**config.mk**
```make
export PLATFORM = sky130hd
export DESIGN_NAME = mem_access_stage
export DESIGN_NICKNAME = d
export VERILOG_FILES = /design/src/rtl/pipe_pkg.sv /design/src/rtl/mem_op_decoder.sv /design/src/rtl/mem_access_stage.sv
export SDC_FILE = /design/constraint.sdc
export NUM_CORES = 1
export LEC_CHECK = 0
export BUFFER_PORTS_ARGS = -buffer_cell sky130_fd_sc_hd__clkbuf_2
export CAP_MARGIN = 20
export CORE_MARGIN = 10
export CORE_UTILIZATION = 30
export CTS_CLUSTER_SIZE = 12
export DETAILED_ROUTE_END_ITERATION = 16
export PLACE_DENSITY = 0.67
export SETUP_SLACK_MARGIN = 0.15
export SLEW_MARGIN = 20
export SYNTH_ARGS = -nofsm -noshare
export SYNTH_HDL_FRONTEND = slang
export SYNTH_SLANG_ARGS = --single-unit
```
**constraint.sdc**
```tcl
create_clock -name clk -period 1.7 [get_ports clk]
set_input_delay 0.17 -clock clk [delete_from_list [all_inputs] [get_ports clk]]
set_output_delay 0.17 -clock clk [all_outputs]
set_load 0.005 [all_outputs]
```
**src/rtl/pipe_pkg.sv**
```systemverilog
// Shared pipeline constants: memory opcodes, NOP encoding, opcode field
// position and the memory-stage state encoding.
package pipe_pkg;

  localparam logic [7:0]  OP_LOAD  = 8'h10;
  localparam logic [7:0]  OP_STORE = 8'h11;
  localparam logic [63:0] NOP_IR   = 64'h0;

  localparam int OPC_MSB = 63;
  localparam int OPC_LSB = 56;

  typedef enum logic {
    ST_IDLE = 1'b0,
    ST_WAIT = 1'b1
  } state_e;

endpackage

```
**src/rtl/mem_op_decoder.sv**
```systemverilog
// Classifies the incoming instruction as load/store and flags memory
// accesses whose effective address is not 64-bit aligned.
module mem_op_decoder
  import pipe_pkg::*;
(
  input  logic [7:0] opcode_i,
  input  logic [2:0] alu_lsb_i,
  output logic       is_load_o,
  output logic       is_store_o,
  output logic       misaligned_o
);

  assign is_load_o    = (opcode_i == OP_LOAD);
  assign is_store_o   = (opcode_i == OP_STORE);
  assign misaligned_o = (is_load_o | is_store_o) & (alu_lsb_i != 3'b000);

endmodule

```
**src/rtl/mem_access_stage.sv**
```systemverilog
// Memory-access pipeline stage: 64-bit load/store over a req/ack port with
// timeout, registering IR/IR_old/mem_out/mem_in for write-back.
module mem_access_stage
  import pipe_pkg::*;
#(
  parameter int DMEM_AW = 16,
  parameter int TIMEOUT = 15
) (
  input  logic               clk,
  input  logic               rst_n,
  input  logic [63:0]        IR_in,
  input  logic [63:0]        alu_in,
  input  logic [63:0]        store_in,
  input  logic               valid_in,
  output logic               stall_out,
  output logic [63:0]        IR,
  output logic [63:0]        IR_old,
  output logic [63:0]        mem_out,
  output logic [63:0]        mem_in,
  output logic               valid_out,
  output logic               fault,
  output logic               dmem_req,
  output logic               dmem_we,
  output logic [DMEM_AW-1:0] dmem_addr,
  output logic [63:0]        dmem_wdata,
  input  logic [63:0]        dmem_rdata,
  input  logic               dmem_ack
);

  localparam int            CW       = $clog2(TIMEOUT + 1);
  localparam logic [CW-1:0] CNT_LAST = CW'(TIMEOUT - 1);

  state_e        state_q;
  logic [CW-1:0] cnt_q;
  logic [63:0]   hold_ir_q;
  logic [63:0]   hold_alu_q;
  logic          hold_load_q;

  logic is_load_s;
  logic is_store_s;
  logic misaligned_s;

  mem_op_decoder u_dec (
    .opcode_i     (IR_in[OPC_MSB:OPC_LSB]),
    .alu_lsb_i    (alu_in[2:0]),
    .is_load_o    (is_load_s),
    .is_store_o   (is_store_s),
    .misaligned_o (misaligned_s)
  );

  assign stall_out = (state_q == ST_WAIT);

  // Stage FSM; mem_in/mem_out hold their last value on bubbles and faults.
  always_ff @(posedge clk or negedge rst_n) begin
    if (!rst_n) begin
      state_q     <= ST_IDLE;
      cnt_q       <= '0;
      hold_ir_q   <= 64'h0;
      hold_alu_q  <= 64'h0;
      hold_load_q <= 1'b0;
      IR          <= NOP_IR;
      IR_old      <= 64'h0;
      mem_out     <= 64'h0;
      mem_in      <= 64'h0;
      valid_out   <= 1'b0;
      fault       <= 1'b0;
      dmem_req    <= 1'b0;
      dmem_we     <= 1'b0;
      dmem_addr   <= '0;
      dmem_wdata  <= 64'h0;
    end else begin
      IR_old <= IR;
      fault  <= 1'b0;
      case (state_q)
        ST_IDLE: begin
          if (!valid_in) begin
            IR        <= NOP_IR;
            valid_out <= 1'b0;
          end else if (!(is_load_s || is_store_s)) begin
            IR        <= IR_in;
            mem_in    <= alu_in;
            mem_out   <= 64'h0;
            valid_out <= 1'b1;
          end else if (misaligned_s) begin
            IR        <= NOP_IR;
            valid_out <= 1'b0;
            fault     <= 1'b1;
          end else begin
            hold_ir_q   <= IR_in;
            hold_alu_q  <= alu_in;
            hold_load_q <= is_load_s;
            dmem_req    <= 1'b1;
            dmem_we     <= is_store_s;
            dmem_addr   <= alu_in[DMEM_AW-1:0];
            dmem_wdata  <= store_in;
            cnt_q       <= '0;
            IR          <= NOP_IR;
            valid_out   <= 1'b0;
            state_q     <= ST_WAIT;
          end
        end
        ST_WAIT: begin
          if (dmem_ack) begin
            dmem_req  <= 1'b0;
            IR        <= hold_ir_q;
            mem_in    <= hold_alu_q;
            mem_out   <= hold_load_q ? dmem_rdata : 64'h0;
            valid_out <= 1'b1;
            state_q   <= ST_IDLE;
          end else if (cnt_q == CNT_LAST) begin
            dmem_req  <= 1'b0;
            fault     <= 1'b1;
            IR        <= NOP_IR;
            valid_out <= 1'b0;
            state_q   <= ST_IDLE;
          end else begin
            cnt_q     <= cnt_q + CW'(1);
            IR        <= NOP_IR;
            valid_out <= 1'b0;
          end
        end
        default: begin
          dmem_req  <= 1'b0;
          IR        <= NOP_IR;
          valid_out <= 1'b0;
          state_q   <= ST_IDLE;
        end
      endcase
    end
  end

endmodule

```
Word level (Yosys, flattened, before mapping):

Index checks and enable logic that the tools add are counted.

* bits in writable memories: 0
* register bits after elaboration: 474
* memories: 0
* latch bits: 0
* input bits: 260
* memory bits (read-only): 0

* reductions and logical operators: 6
* $mul: 0
* bitwise logic cells: 4
* mux-type cells: 41
* equal/unequal tests: 11
* order comparisons: 0
* shifts and indexed selects: 0
* add/sub/neg operators: 1
* divide/modulo/power cells: 0

Operators with widths (count)
* $mux 64: 10
* $pmux 64 s2: 3
* $mux 4: 5
* $mux 1: 18
* $eq 8x5->1 const B: 2
* $ne 2x2->1 const B: 7
* $pmux 1 s2: 4
* $pmux 4 s2: 1
* $reduce_and 4->1: 2
* $reduce_and 5->1: 1
* $add 4x1->4 const B: 1
* $eq 4x4->1 const B: 1
* $ne 3x2->1 const B: 1
* $reduce_and 3->1: 1
* $reduce_bool 3->1: 1
* $not 1->1: 2
* $and 1x1->1: 1
* $logic_or 1x1->1: 1
* $or 1x1->1: 1

Depth between registers and ports, before layout:

Gate-level depths: netlist of the first run.

* depth in word-level cells: 7
* gate-level depth with buffers: 8
* mapped depth without buffers: 5

Hierarchy:

From an unflattened synthesis of the first run, not the netlist that was laid out.

* cell total of the unflattened synthesis: 1250
* area, all modules: 17294.1 µm²

By module, submodules not included
* mem_access_stage: area each 17250.3 µm², cells each 1243, times used 1
* mem_op_decoder: area each 43.8 µm², cells each 7, times used 1

Worst setup path after synthesis of the first run:

OpenSTA, ideal clock, no wires.

* path type: register -> register
* start: register state_q (netlist: stall_out)
* end: register dmem_wdata[46]
* cell stages (with the launch flop): 9
* clock period less this slack: 1.842 ns
* slack: -0.142 ns
* data arrival time: 1.714 ns
* setup time: 0.128 ns
* path buffers: 5
* path through: dfrtp_1 -> buf_2 -> nor2b_1 -> buf_2 -> and4_1 -> buf_2 -> buf_4 -> buf_4 -> mux2_1

* cells in the longest elaborated chain, start to end: 2

Ends and longest elaborated chain
* start, declared: line mem_access_stage.sv:33 `state_e state_q;`
* start signal, assigned: line mem_access_stage.sv:56 `state_q <= ST_IDLE;`
* start signal, assigned: line mem_access_stage.sv:99 `state_q <= ST_WAIT;`
* start signal, assigned: line mem_access_stage.sv:109 `state_q <= ST_IDLE;`
* $not 1->1 (no source line)
* $reduce_and 4->1 (no source line)
* end signal, assigned: line mem_access_stage.sv:95 `dmem_wdata <= store_in;`
* end, declared: line mem_access_stage.sv:25 `output logic [63:0] dmem_wdata,`

Every way passes these cells.
A chain may end at the register's enable or synchronous reset.

Final worst setup path of the first run:

* start: register state_q (netlist: stall_out)
* end: register mem_in[14]

* cells in the longest elaborated chain, start to end: 3

Ends and longest elaborated chain
* $not 1->1 (no source line)
* $ne 2x2->1 (no source line)
* $reduce_and 3->1 (no source line)
* end signal, assigned: line mem_access_stage.sv:81 `mem_in <= alu_in;`
* end signal, assigned: line mem_access_stage.sv:106 `mem_in <= hold_alu_q;`
* end, declared: line mem_access_stage.sv:19 `output logic [63:0] mem_in,`

Several ways; a longest one is shown, not always the timed one.

==> out/qor.txt, run 1 <==
result of the run = completed
ANT nets after route = 0
maximum count of clock buffers along a single path = 3
Max-slew headroom = 68.43%
number of failing setup endpoints in the final timing report = 0
source-to-sink clock delay at the later pin of the worst-skew pair = 0.57 ns
Post-Syn Nets = 1460
total power density per cell area = 893.3 nW/um^2
category of the worst setup path capture point = register
unrepaired setup endpoints after global routing = true
share of the clock period used by the worst path = 96.59%
clk root buf = clkbuf_16
net count reported at finish = 2372
IR drop worst, VDD = 0.7426 mV
effective utilization at floorplan = 30.33%
Switching Fraction = 23.54%
class of the most critical setup path = register to register
via density per instance = 4.940
IO Port Bufs = 600
routed via count = 14320
area of the core region = 56390 sq um
Post-Route Hold Slack = 0.04387 ns
met2 track demand over resource = 32.49%
top-level port count = 601
total congestion overflow after global routing = 0
first-pass GRT wire length = 96980 um
fraction of layout instances using a drive strength above 1 = 49.04%
Pre-Repair DR Iteration Count = 5
sequential area share after synthesis = 67.02%
nature of the critical path startpoint = register
worst-path fanout max = 16
number of H-tree levels = 2
post-synthesis instance area = 17100 sq um
met1 routing resource usage after global routing = 20.47%
routed wirelength normalized by instance count = 23.07 um
GRT Total Usage = 18.35%
pin count of the biggest net entering global routing = 65
count of max-cap constraint violations = 0
Num CTS Buffers = 48
Die H = 258.8 um
post-route non-filler standard cell count = 2899
antenna violations before repair = 5
met3 Resource Use GR = 6.122%
YS warnings = 0
post-synthesis instance total = 1198
number of sinks driven by the clock tree = 458
standard-cell rows = 87
Worst Tran Pin Value = 0.4699 ns
number of distinct library cells after synthesis = 34
max-slew violation count = 0
vias in the first global route = 15860
Placed Cells incl. Taps = 2532
clock share of power = 42.1%
Final Hold Fails = 0
Final Wtd Congestion = 0.8066
logic gate share of total power = 10.3%
post-synthesis register bit count = 458
EDFF count, synth = 0
Final min period = 1.642 ns
number of DRC violations after detailed-routing iteration 0 = 729
NetSw = 5.690 mW
arrival time of data at the critical path endpoint = 2.08 ns
CP required = 2.14 ns
placed wire-length estimate after detailed placement = 41380 um
DRC violations left = 0
hold crit path type = input port to register
Worst Skew = 0.01213 ns
Syn Area/Cell = 14.27 sq um
relative contribution of sequential cells to total power = 47.6%
Fmax achieved = 609.0 MHz
ys async rst share = 100.0%
TritonCTS clock tree = done
cell internal power dissipation = 18.48 mW
detailed-route wire length = 66890 um
Most used DFF post-synth = dfrtp_1
Leak = 13.86 nW
Die Area = 66950 sq um
x dimension of the die = 258.8 um
busiest layer in global routing = met2
Area Overhead vs Synth = 58.25%
worst reg-to-reg setup slack = 0.06 ns
clock-pin slew on the worst setup and hold paths = 0.06 ns
==> per-layer routing <==
metal / wire length, um / vias to the layer above
li1: - / 6202
met1: 24820 / 7289
met2: 34610 / 691
met3: 5577 / 138
met4: 1871 / 2
met5: 13 / -
==> final timing paths <==
check | startpoint | endpoint | cells past startpoint
hold / removal | IR_in[56] | IR[56] | 2
max in group asynchronous | rst_n | hold_ir_q[2] | 4
setup reg to reg | stall_out | mem_in[14] | 6
hold reg to reg | IR[20] | IR_old[20] | 0
setup / recovery | stall_out | mem_in[14] | 6
min in group asynchronous | rst_n | IR_old[27] | 2
==> state kept, by name (all words and copies together), names as in the netlist <==
signal and flops:
IR 64, IR_old 64, dmem_wdata 64, hold_ir_q 64, mem_in 64, mem_out 64, hold_alu_q 49, dmem_addr 15
cnt_q 4, dmem_req 1, dmem_we 1, fault 1, hold_load_q 1, stall_out 1, valid_out 1
==> power by group through the flow <==
| stage | registers (mW) | logic, mW | clock network [mW] |
|---|---|---|---|
| after detailed placement | 11.7 | 1.78 | 0 |
| after floorplan | 11.7 | 0.487 | 0 |
| after CTS | 11.5 | 2.36 | 10.4 |
| after global placement | 11.7 | 1.74 | 0 |
| final | 11.5 | 2.49 | 10.2 |
| after global routing | 11.5 | 2.70 | 10.9 |
==> area by class of cell <==
type | count | area, sq um
inverter | 1 | 3.754
clock buffer | 70 | 1384
sequential | 458 | 11460
tap | 756 | 945.9
antenna | 4 | 10.01
fill | 4837 | 29320
clock inverter | 9 | 113.9
timing repair buffer | 978 | 7296
multi-input combinational | 623 | 5849
==> critical path: stages, from the launching register on <==
cell	delay, ns
dfrtp_1	0.43
buf_6	0.16
nand2b_4	0.16
buf_4	0.15
buf_16	0.16
a211oi_1	0.32
a211oi_2	0.09
==> metrics by stage <==
step	TNS [ns]	util (%)	setup WS (ns)	cell area (sq um)	power [mW]
6_report	0	48.00	0.05792	27060	24.17
5_1_grt	-0.02685	48.00	-0.02578	27060	25.09
4_1_cts	0	46.64	0.07543	26300	24.21
3_5_place_dp	-75.81	38.85	-0.3799	21910	13.47
3_3_place_gp	-78.37	38.85	-0.3806	21910	13.41
2_1_floorplan	-2.303	-	-0.06771	17520	12.15
==> repair_timing <==
item | in CTS | in global routing
hold buffers | 253 | 1
pin swaps | 3 | 3
setup endpoints to repair | 332 | 341
resized for setup | 33 | 76
endpoints found under the hold margin | 599 | 1
setup buffers | 9 | 2
gates cloned | 5 | 14
==> synthesized netlist by cell type (2+ instances only) <==
cell type | instances | area [sq um]
a32o_1 | 64 | 640.6
buf_4 | 23 | 172.7
ha_1 | 2 | 25.02
nor2_1 | 128 | 480.5
a211oi_1 | 129 | 968.4
and2_1 | 10 | 62.56
o21ai_0 | 5 | 25.02
o22ai_1 | 2 | 12.51
nor2b_1 | 2 | 12.51
nand3_1 | 5 | 25.02
nand2b_1 | 5 | 31.28
nor3_1 | 2 | 10.01
buf_2 | 36 | 180.2
and3_1 | 2 | 12.51
nand2_1 | 7 | 26.28
mux2_1 | 95 | 1070
mux2_2 | 89 | 1002
buf_1 | 7 | 26.28
a22o_1 | 63 | 551.8
dfrtp_1 | 458 | 11460
clkbuf_1 | 50 | 187.7
a21oi_1 | 2 | 10.01
==> cell families after synthesis <==
group	share of synthesized area, %
flip-flops	67.02
AO/OA/AOI/OAI	13.09
multiplexers	12.12
AND/OR/NAND/NOR	4.244
buffers and inverters	3.336
adder cells (fa/ha/maj)	0.1463
XOR/XNOR	0.05122
==> cells in the final DEF (no fill, tap or decap), types with 2 or more instances in the layout <==
master	Yosys	final
a211oi_1	129	53
a211oi_2	0	72
a211oi_4	0	4
a22o_1	63	63
a32o_1	64	64
and2_1	10	9
buf_12	0	26
buf_16	0	10
buf_4	23	62
buf_6	0	13
bufinv_16	0	2
clkbuf_1	50	12
clkbuf_16	0	60
clkbuf_2	0	598
clkbuf_8	0	10
clkinv_2	0	4
dfrtp_1	458	458
diode_2	0	4
dlygate4sd3_1	0	254
ha_1	2	2
mux2_1	95	15
mux2_2	89	89
mux2_4	0	80
nand2_1	7	6
nand2b_1	5	4
nand3_1	5	5
nor2_1	128	128
nor3_1	2	2
o21ai_0	5	4
o22ai_1	2	2
No activity file was read; power rests on OpenSTA's default activity.
==> inputs of run 2 (changes only) <==
BUFFER_PORTS_ARGS = -buffer_cell sky130_fd_sc_hd__buf_2   (was -buffer_cell sky130_fd_sc_hd__clkbuf_2)
==> run 2 against run 1 <==
Net effect: sequential share of layout area shrank 0.91 points; first-iteration DRC count increased by 2.7%; sequential power barely moved.
==> out/qor.txt, run 2 (same netlist as run 1, synthesis figures left out) <==
number of H-tree levels = 2 (unchanged)
TritonCTS clock tree = done
Worst Skew = 0.01638 ns (+0.004246 ns)
arrival time of data at the critical path endpoint = 2.11 ns (+0.03 ns)
ANT nets after route = 0 (unchanged)
worst reg-to-reg path cell count = 4 (-2)
cell breakdown of the critical path = nor2b_4, and4_4, buf_12, mux2_2
fillers = 4763 (-1.5%)
placed wire-length estimate after detailed placement = 40960 um (-1.0%)
area of the core region = 56390 sq um (unchanged)
routed via count = 14420 (+0.65%)
share of the clock period used by the worst path = 97.37% (+0.78 points)
net count reported at finish = 2376 (+0.17%)
most used cells in the layout excluding fill and tap cells = buf_2, dfrtp_1, dlygate4sd3_1
IR drop worst, VDD = 0.6606 mV (-11%)
clock-pin slew on the worst setup and hold paths = 0.06 ns (about the same)
clk root buf = clkbuf_16
source-to-sink clock delay at the later pin of the worst-skew pair = 0.58 ns (about the same)
total area of multi-input combinational cells = 6153 sq um (+5.2%)
result of the run = completed
total power density per cell area = 884.1 nW/um^2 (-1.0%)
effective utilization at floorplan = 30.33% (unchanged)
Max-slew headroom = 61.34% (-7.1 points)
antenna violations before repair = 9 (+4)
Worst Path Buf+Inv = 1 (-2)
Die H = 258.8 um (unchanged)
busiest layer in global routing = met2
Placed Cells incl. Taps = 2513 (-0.75%)
IO Port Bufs = 600 (unchanged)
Num CTS Buffers = 49 (+2.1%)
via density per instance = 4.955 (+0.30%)
most common cell after layout, fill and taps aside = buf_2
Final Wtd Congestion = 0.7923 (-1.8%)
category of the worst setup path capture point = register
Die Area = 66950 sq um (unchanged)
worst-path fanout max = 17 (+1)
class of the most critical setup path = register to register
standard-cell rows = 87 (unchanged)
Fmax achieved = 604.1 MHz (-0.80%)
met3 Resource Use GR = 6.093% (-0.029 points)
maximum count of clock buffers along a single path = 3 (unchanged)
CP required = 2.16 ns (+0.02 ns)
Reg-to-Reg End = dmem_wdata[42]
total congestion overflow after global routing = 0 (unchanged)
endpoint of the worst hold-timing path = IR[56]
Final min period = 1.655 ns (+0.01326 ns)
startpoint of the worst hold path = IR_in[56]
vias in the first global route = 15750 (-0.68%)
post-route non-filler standard cell count = 2909 (+0.34%)
critical path's largest stage delay = 0.42 ns (about the same)
Final Hold Fails = 0 (unchanged)
routed wirelength normalized by instance count = 23.64 um (+2.4%)
Reg2Reg Launch Point = stall_out
GRT Total Usage = 18.08% (-0.27 points)
Area Overhead vs Synth = 61.74%
area used by sequential logic in the layout = 11460 sq um (unchanged)
number of sinks driven by the clock tree = 458 (unchanged)
met1 routing resource usage after global routing = 20.67% (+0.20 points)
Worst Tran Pin Value = 0.5799 ns (+0.1100 ns)
max-slew violation count = 0 (unchanged)
first-pass GRT wire length = 95700 um (-1.3%)
x dimension of the die = 258.8 um (unchanged)
Post-Route Hold Slack = 0.01857 ns (-0.02530 ns)
fraction of layout instances using a drive strength above 1 = 50.26% (+1.2 points)
Pre-Repair DR Iteration Count = 5 (unchanged)
setup_tns = 0 ns (unchanged)
met2 track demand over resource = 31.11% (-1.4 points)
slowest cell on the critical path = dfrtp_1
number of failing setup endpoints in the final timing report = 0 (unchanged)
detailed-route wire length = 68760 um (+2.8%)
crit-path leading delay family = simple AND/OR/NAND/NOR gates
count of max-cap constraint violations = 0 (unchanged)
unrepaired setup endpoints after global routing = true
top-level port count = 601 (unchanged)
worst reg-to-reg setup slack = 0.04 ns (about the same)
nature of the critical path startpoint = register
worst setup slack after layout = 0.04466 ns (-0.01326 ns)
DRC violations left = 0 (unchanged)
worst slack at placement = -0.3444 ns (+0.03556 ns)
hold crit path type = input port to register
number of cells on the worst hold path = 2 (unchanged)
Leak = 14.14 nW (+2.0%)
number of DRC violations after detailed-routing iteration 0 = 749 (+2.7%)
pin count of the biggest net entering global routing = 67 (+3.1%)
## run 2: cell count changes in the layout (fill, tap and decap cells not counted), sizes merged
cell         before  now
dlygate4sd3     254  255
buf             113  706
clkbuf          680   92
bufbuf            1    0
nand2             7    8
bufinv            2    1
inv               2    3
clkinv            6    7
clkinvlp          0    1
diode             4    6
## run 2: what timing repair did
action                                  4_1_cts  5_1_grt
buffers inserted                             11        8
endpoints found under the setup margin      289      326
endpoints found under the hold margin       754        0
hold buffers                                255        0
pin swaps                                     1       40
cloned                                        5       27
gates resized for setup                      24      147
## run 2: worst max path at each step
stage / slack [ns] / depth (start not counted) / start / endpoint
final: 0.04 / 4 / stall_out / dmem_wdata[42]
after global routing: -0.04 / 7 / stall_out / mem_in[37]
after global placement: -0.31 / 7 / alu_in[1] / hold_ir_q[22]
after floorplan: -0.07 / 8 / stall_out / dmem_wdata[56]
after detailed placement: -0.34 / 7 / alu_in[1] / hold_ir_q[22]
after CTS: 0.1 / 6 / stall_out / hold_ir_q[54]
## run 2: power by group
| part | leakage (nW) | switching, mW | internal [mW] |
|---|---|---|---|
| Clock | 0.774 | 4.35 | 6.07 |
| Sequential | 6.07 | 0.216 | 11.3 |
| Combinational | 7.29 | 1.22 | 1.32 |
| Total | 14.1 | 5.79 | 18.7 |
## run 2: final cells by class
type,instances,share of cell area [%]
Clock inverter,11,0.4071
Multi-Input combinational cell,624,22.25
Antenna cell,6,0.05428
Inverter,1,0.01357
Tap cell,756,3.420
Timing Repair Buffer,980,27.15
Clock buffer,73,5.270
Sequential cell,458,41.43
## run 2: layer usage
layer | vias up | wire [um]
met5 | - | 41
met4 | 6 | 2271
met3 | 150 | 5574
met2 | 687 | 34480
met1 | 7364 | 26390
li1 | 6208 | -
## run 2: worst register-to-register path: stages (launching register included)
cell	delay (ns)
dfrtp_1	0.42
nor2b_4	0.17
and4_4	0.39
buf_12	0.20
mux2_2	0.38
## run 2: per-stage QoR
| stage | util, % | total power [mW] | instance area, sq um |
|---|---|---|---|
| 2_1_floorplan | - | 12.15 | 17520 |
| 3_5_place_dp | 38.58 | 13.43 | 21750 |
| 6_report | 49.05 | 24.45 | 27660 |
| 3_3_place_gp | 38.58 | 13.38 | 21750 |
| 5_1_grt | 49.05 | 25.41 | 27660 |
| 4_1_cts | 46.54 | 24.42 | 26240 |
==> inputs of run 3 (changes only) <==
GPL_TIMING_DRIVEN = 0   (was unset)
==> run 3 against run 2 <==
Net effect: clock skew rose by 0.0053 ns; fmax shrank 11%; highest routed layer unchanged; register-to-register slack got worse by 0.21 ns; combinational power grew 11%; non-clock buffer count up 90; die area unchanged; the run now ends with setup timing left; cell count increased by 3.1%; total power up 1.4%.
==> out/qor.txt, run 3 (same netlist as run 1, synthesis figures left out) <==
number of DRC violations after detailed-routing iteration 0 = 731 (-2.4%)
share of the clock period used by the worst path = 110.0% (+13 points)
Worst Tran Pin Value = 1.082 ns (+0.5025 ns)
fillers = 4575 (-3.9%)
effective utilization at floorplan = 30.33% (unchanged)
standard-cell rows = 87 (unchanged)
DRC violations left = 0 (unchanged)
NetSw = 5.986 mW (+3.4%)
clock share of power = 42.3% (-0.3 points)
logic gate share of total power = 11.4% (+1.0 points)
IO Port Bufs = 600 (unchanged)
Switching Fraction = 24.14% (+0.47 points)
critical path's largest stage delay = 0.38 ns (-0.04 ns)
number of H-tree levels = 2 (unchanged)
total power density per cell area = 853.7 nW/um^2 (-3.4%)
clock-pin slew on the worst setup and hold paths = 0.06 ns (about the same)
worst slack at placement = -1.335 ns (-0.9904 ns)
arrival time of data at the critical path endpoint = 2.34 ns (+0.23 ns)
area used by sequential logic in the layout = 11460 sq um (unchanged)
CP required = 2.17 ns (about the same)
Max-slew headroom = 27.29% (-34 points)
via density per instance = 4.961 (+0.11%)
cell internal power dissipation = 18.81 mW (+0.79%)
slowest cell on the critical path = dfrtp_1
fraction of layout instances using a drive strength above 1 = 53.78% (+3.5 points)
relative contribution of sequential cells to total power = 46.3% (-0.7 points)
first-pass GRT wire length = 106400 um (+11%)
nature of the critical path startpoint = register
ANT nets after route = 0 (unchanged)
GRT Total Usage = 20.60% (+2.5 points)
unrepaired setup endpoints after global routing = true
total congestion overflow after global routing = 0 (unchanged)
worst-path fanout max = 9 (-8)
routed via count = 14870 (+3.2%)
cell breakdown of the critical path = buf_6, nor2b_1, buf_4, buf_12, o21ai_4, buf_16, bufbuf_16, a32o_1
worst setup slack after layout = -0.1699 ns (-0.2145 ns)
number of failing setup endpoints in the final timing report = 289 (+289)
Post-Route Hold Slack = 0.02947 ns (+0.01090 ns)
Leak = 14.85 nW (+5.0%)
antenna violations before repair = 10 (+1)
IR drop worst, VDD = 0.6580 mV (-0.39%)
result of the run = complete, but fails checks
most common cell after layout, fill and taps aside = buf_2
placed wire-length estimate after detailed placement = 45960 um (+12%)
top-level port count = 601 (unchanged)
number of sinks driven by the clock tree = 458 (unchanged)
routed wirelength normalized by instance count = 24.30 um (+2.8%)
class of the most critical setup path = register to register
Die Area = 66950 sq um (unchanged)
Final Wtd Congestion = 0.8868 (+12%)
Final Hold Fails = 0 (unchanged)
Fmax achieved = 534.8 MHz (-11%)
worst reg-to-reg path cell count = 8 (+4)
max-slew violation count = 0 (unchanged)
x dimension of the die = 258.8 um (unchanged)
Num CTS Buffers = 49 (unchanged)
source-to-sink clock delay at the later pin of the worst-skew pair = 0.60 ns (+0.02 ns)
Die H = 258.8 um (unchanged)
Worst Skew = 0.02170 ns (+0.005326 ns)
vias in the first global route = 16660 (+5.8%)
Final min period = 1.870 ns (+0.2145 ns)
TritonCTS clock tree = done
pin count of the biggest net entering global routing = 105 (+57%)
maximum count of clock buffers along a single path = 3 (unchanged)
category of the worst setup path capture point = register
detailed-route wire length = 72840 um (+5.9%)
Area Overhead vs Synth = 69.86%
number of cells on the worst hold path = 3 (+1)
hold crit path type = input port to register
clk root buf = clkbuf_16
failing checks = setup timing
area of the core region = 56390 sq um (unchanged)
Pre-Repair DR Iteration Count = 4 (-1)
net count reported at finish = 2465 (+3.7%)
most used cells in the layout excluding fill and tap cells = buf_2, dfrtp_1, dlygate4sd3_1
count of max-cap constraint violations = 0 (unchanged)
total area of multi-input combinational cells = 6330 sq um (+2.9%)
## run 3: final timing paths
check                         endpoint  slack, ns  startpoint
setup / recovery           mem_out[46]      -0.17   stall_out
hold / removal                   fault       0.03    valid_in
setup reg to reg           mem_out[46]      -0.17   stall_out
hold reg to reg             IR_old[14]       0.37      IR[14]
max in group asynchronous  mem_out[50]       0.34       rst_n
min in group asynchronous    IR_old[8]       0.13       rst_n
## run 3: layout make-up
| cell class | instances | area share, % |
|---|---|---|
| Buffer | 116 | 4.759 |
| Antenna cell | 9 | 0.07753 |
| Timing Repair Buffer | 954 | 25.30 |
| Clock inverter | 12 | 0.4178 |
| Tap cell | 756 | 3.256 |
| Inverter | 1 | 0.01292 |
| Multi-Input combinational cell | 623 | 21.79 |
| Clock buffer | 69 | 4.932 |
| Sequential cell | 458 | 39.45 |
## run 3: per-layer routing
metal	track usage, %	wire (um)	vias to the layer above	part of all wire, %
li1	-	-	6426	-
met1	23.35	27790	7603	38
met2	35.52	36790	680	51
met3	5.899	5310	160	7.3
met4	9.378	2925	4	4.0
met5	0	23	-	0.032
## run 3: worst max-delay path: cells and delay by family, from the launching register on
kind,cells,cell delay (ns)
AOI/OAI and AO/OA,2,0.40
buffers and inverters,5,0.85
DFF,1,0.38
and+or+nand+nor,1,0.10
## run 3: through the flow
step                      TNS [ns]  instance area [sq um]  utilization, %  total power [mW]  instances
final                       -24.20                  29050           51.52             24.80       2998
after global routing        -42.44                  29040           51.50             25.64       2994
after CTS                   -26.12                  28260           50.12             24.82       2968
after detailed placement   -308.42                  21590           38.29             13.38       2558
after global placement    -4087.87                  21470           38.07             13.31       2554
after floorplan             -2.303                  17520               -             12.15       1198
## run 3: power groups by stage
stage / clock [mW] / combinational [mW] / sequential [mW]
after global routing: 11.1 / 3.03 / 11.5
after global placement: 0 / 1.65 / 11.7
after floorplan: 0 / 0.487 / 11.7
after detailed placement: 0 / 1.71 / 11.7
final: 10.5 / 2.83 / 11.5
after CTS: 10.7 / 2.68 / 11.5
## run 3: what timing repair did
action	in CTS	in global routing
hold buffers	259	0
gates resized for setup	382	115
hold endpoints to repair	444	0
endpoints found under the setup margin	394	592
cloned	23	13
setup buffers	47	8
pin swaps	51	60
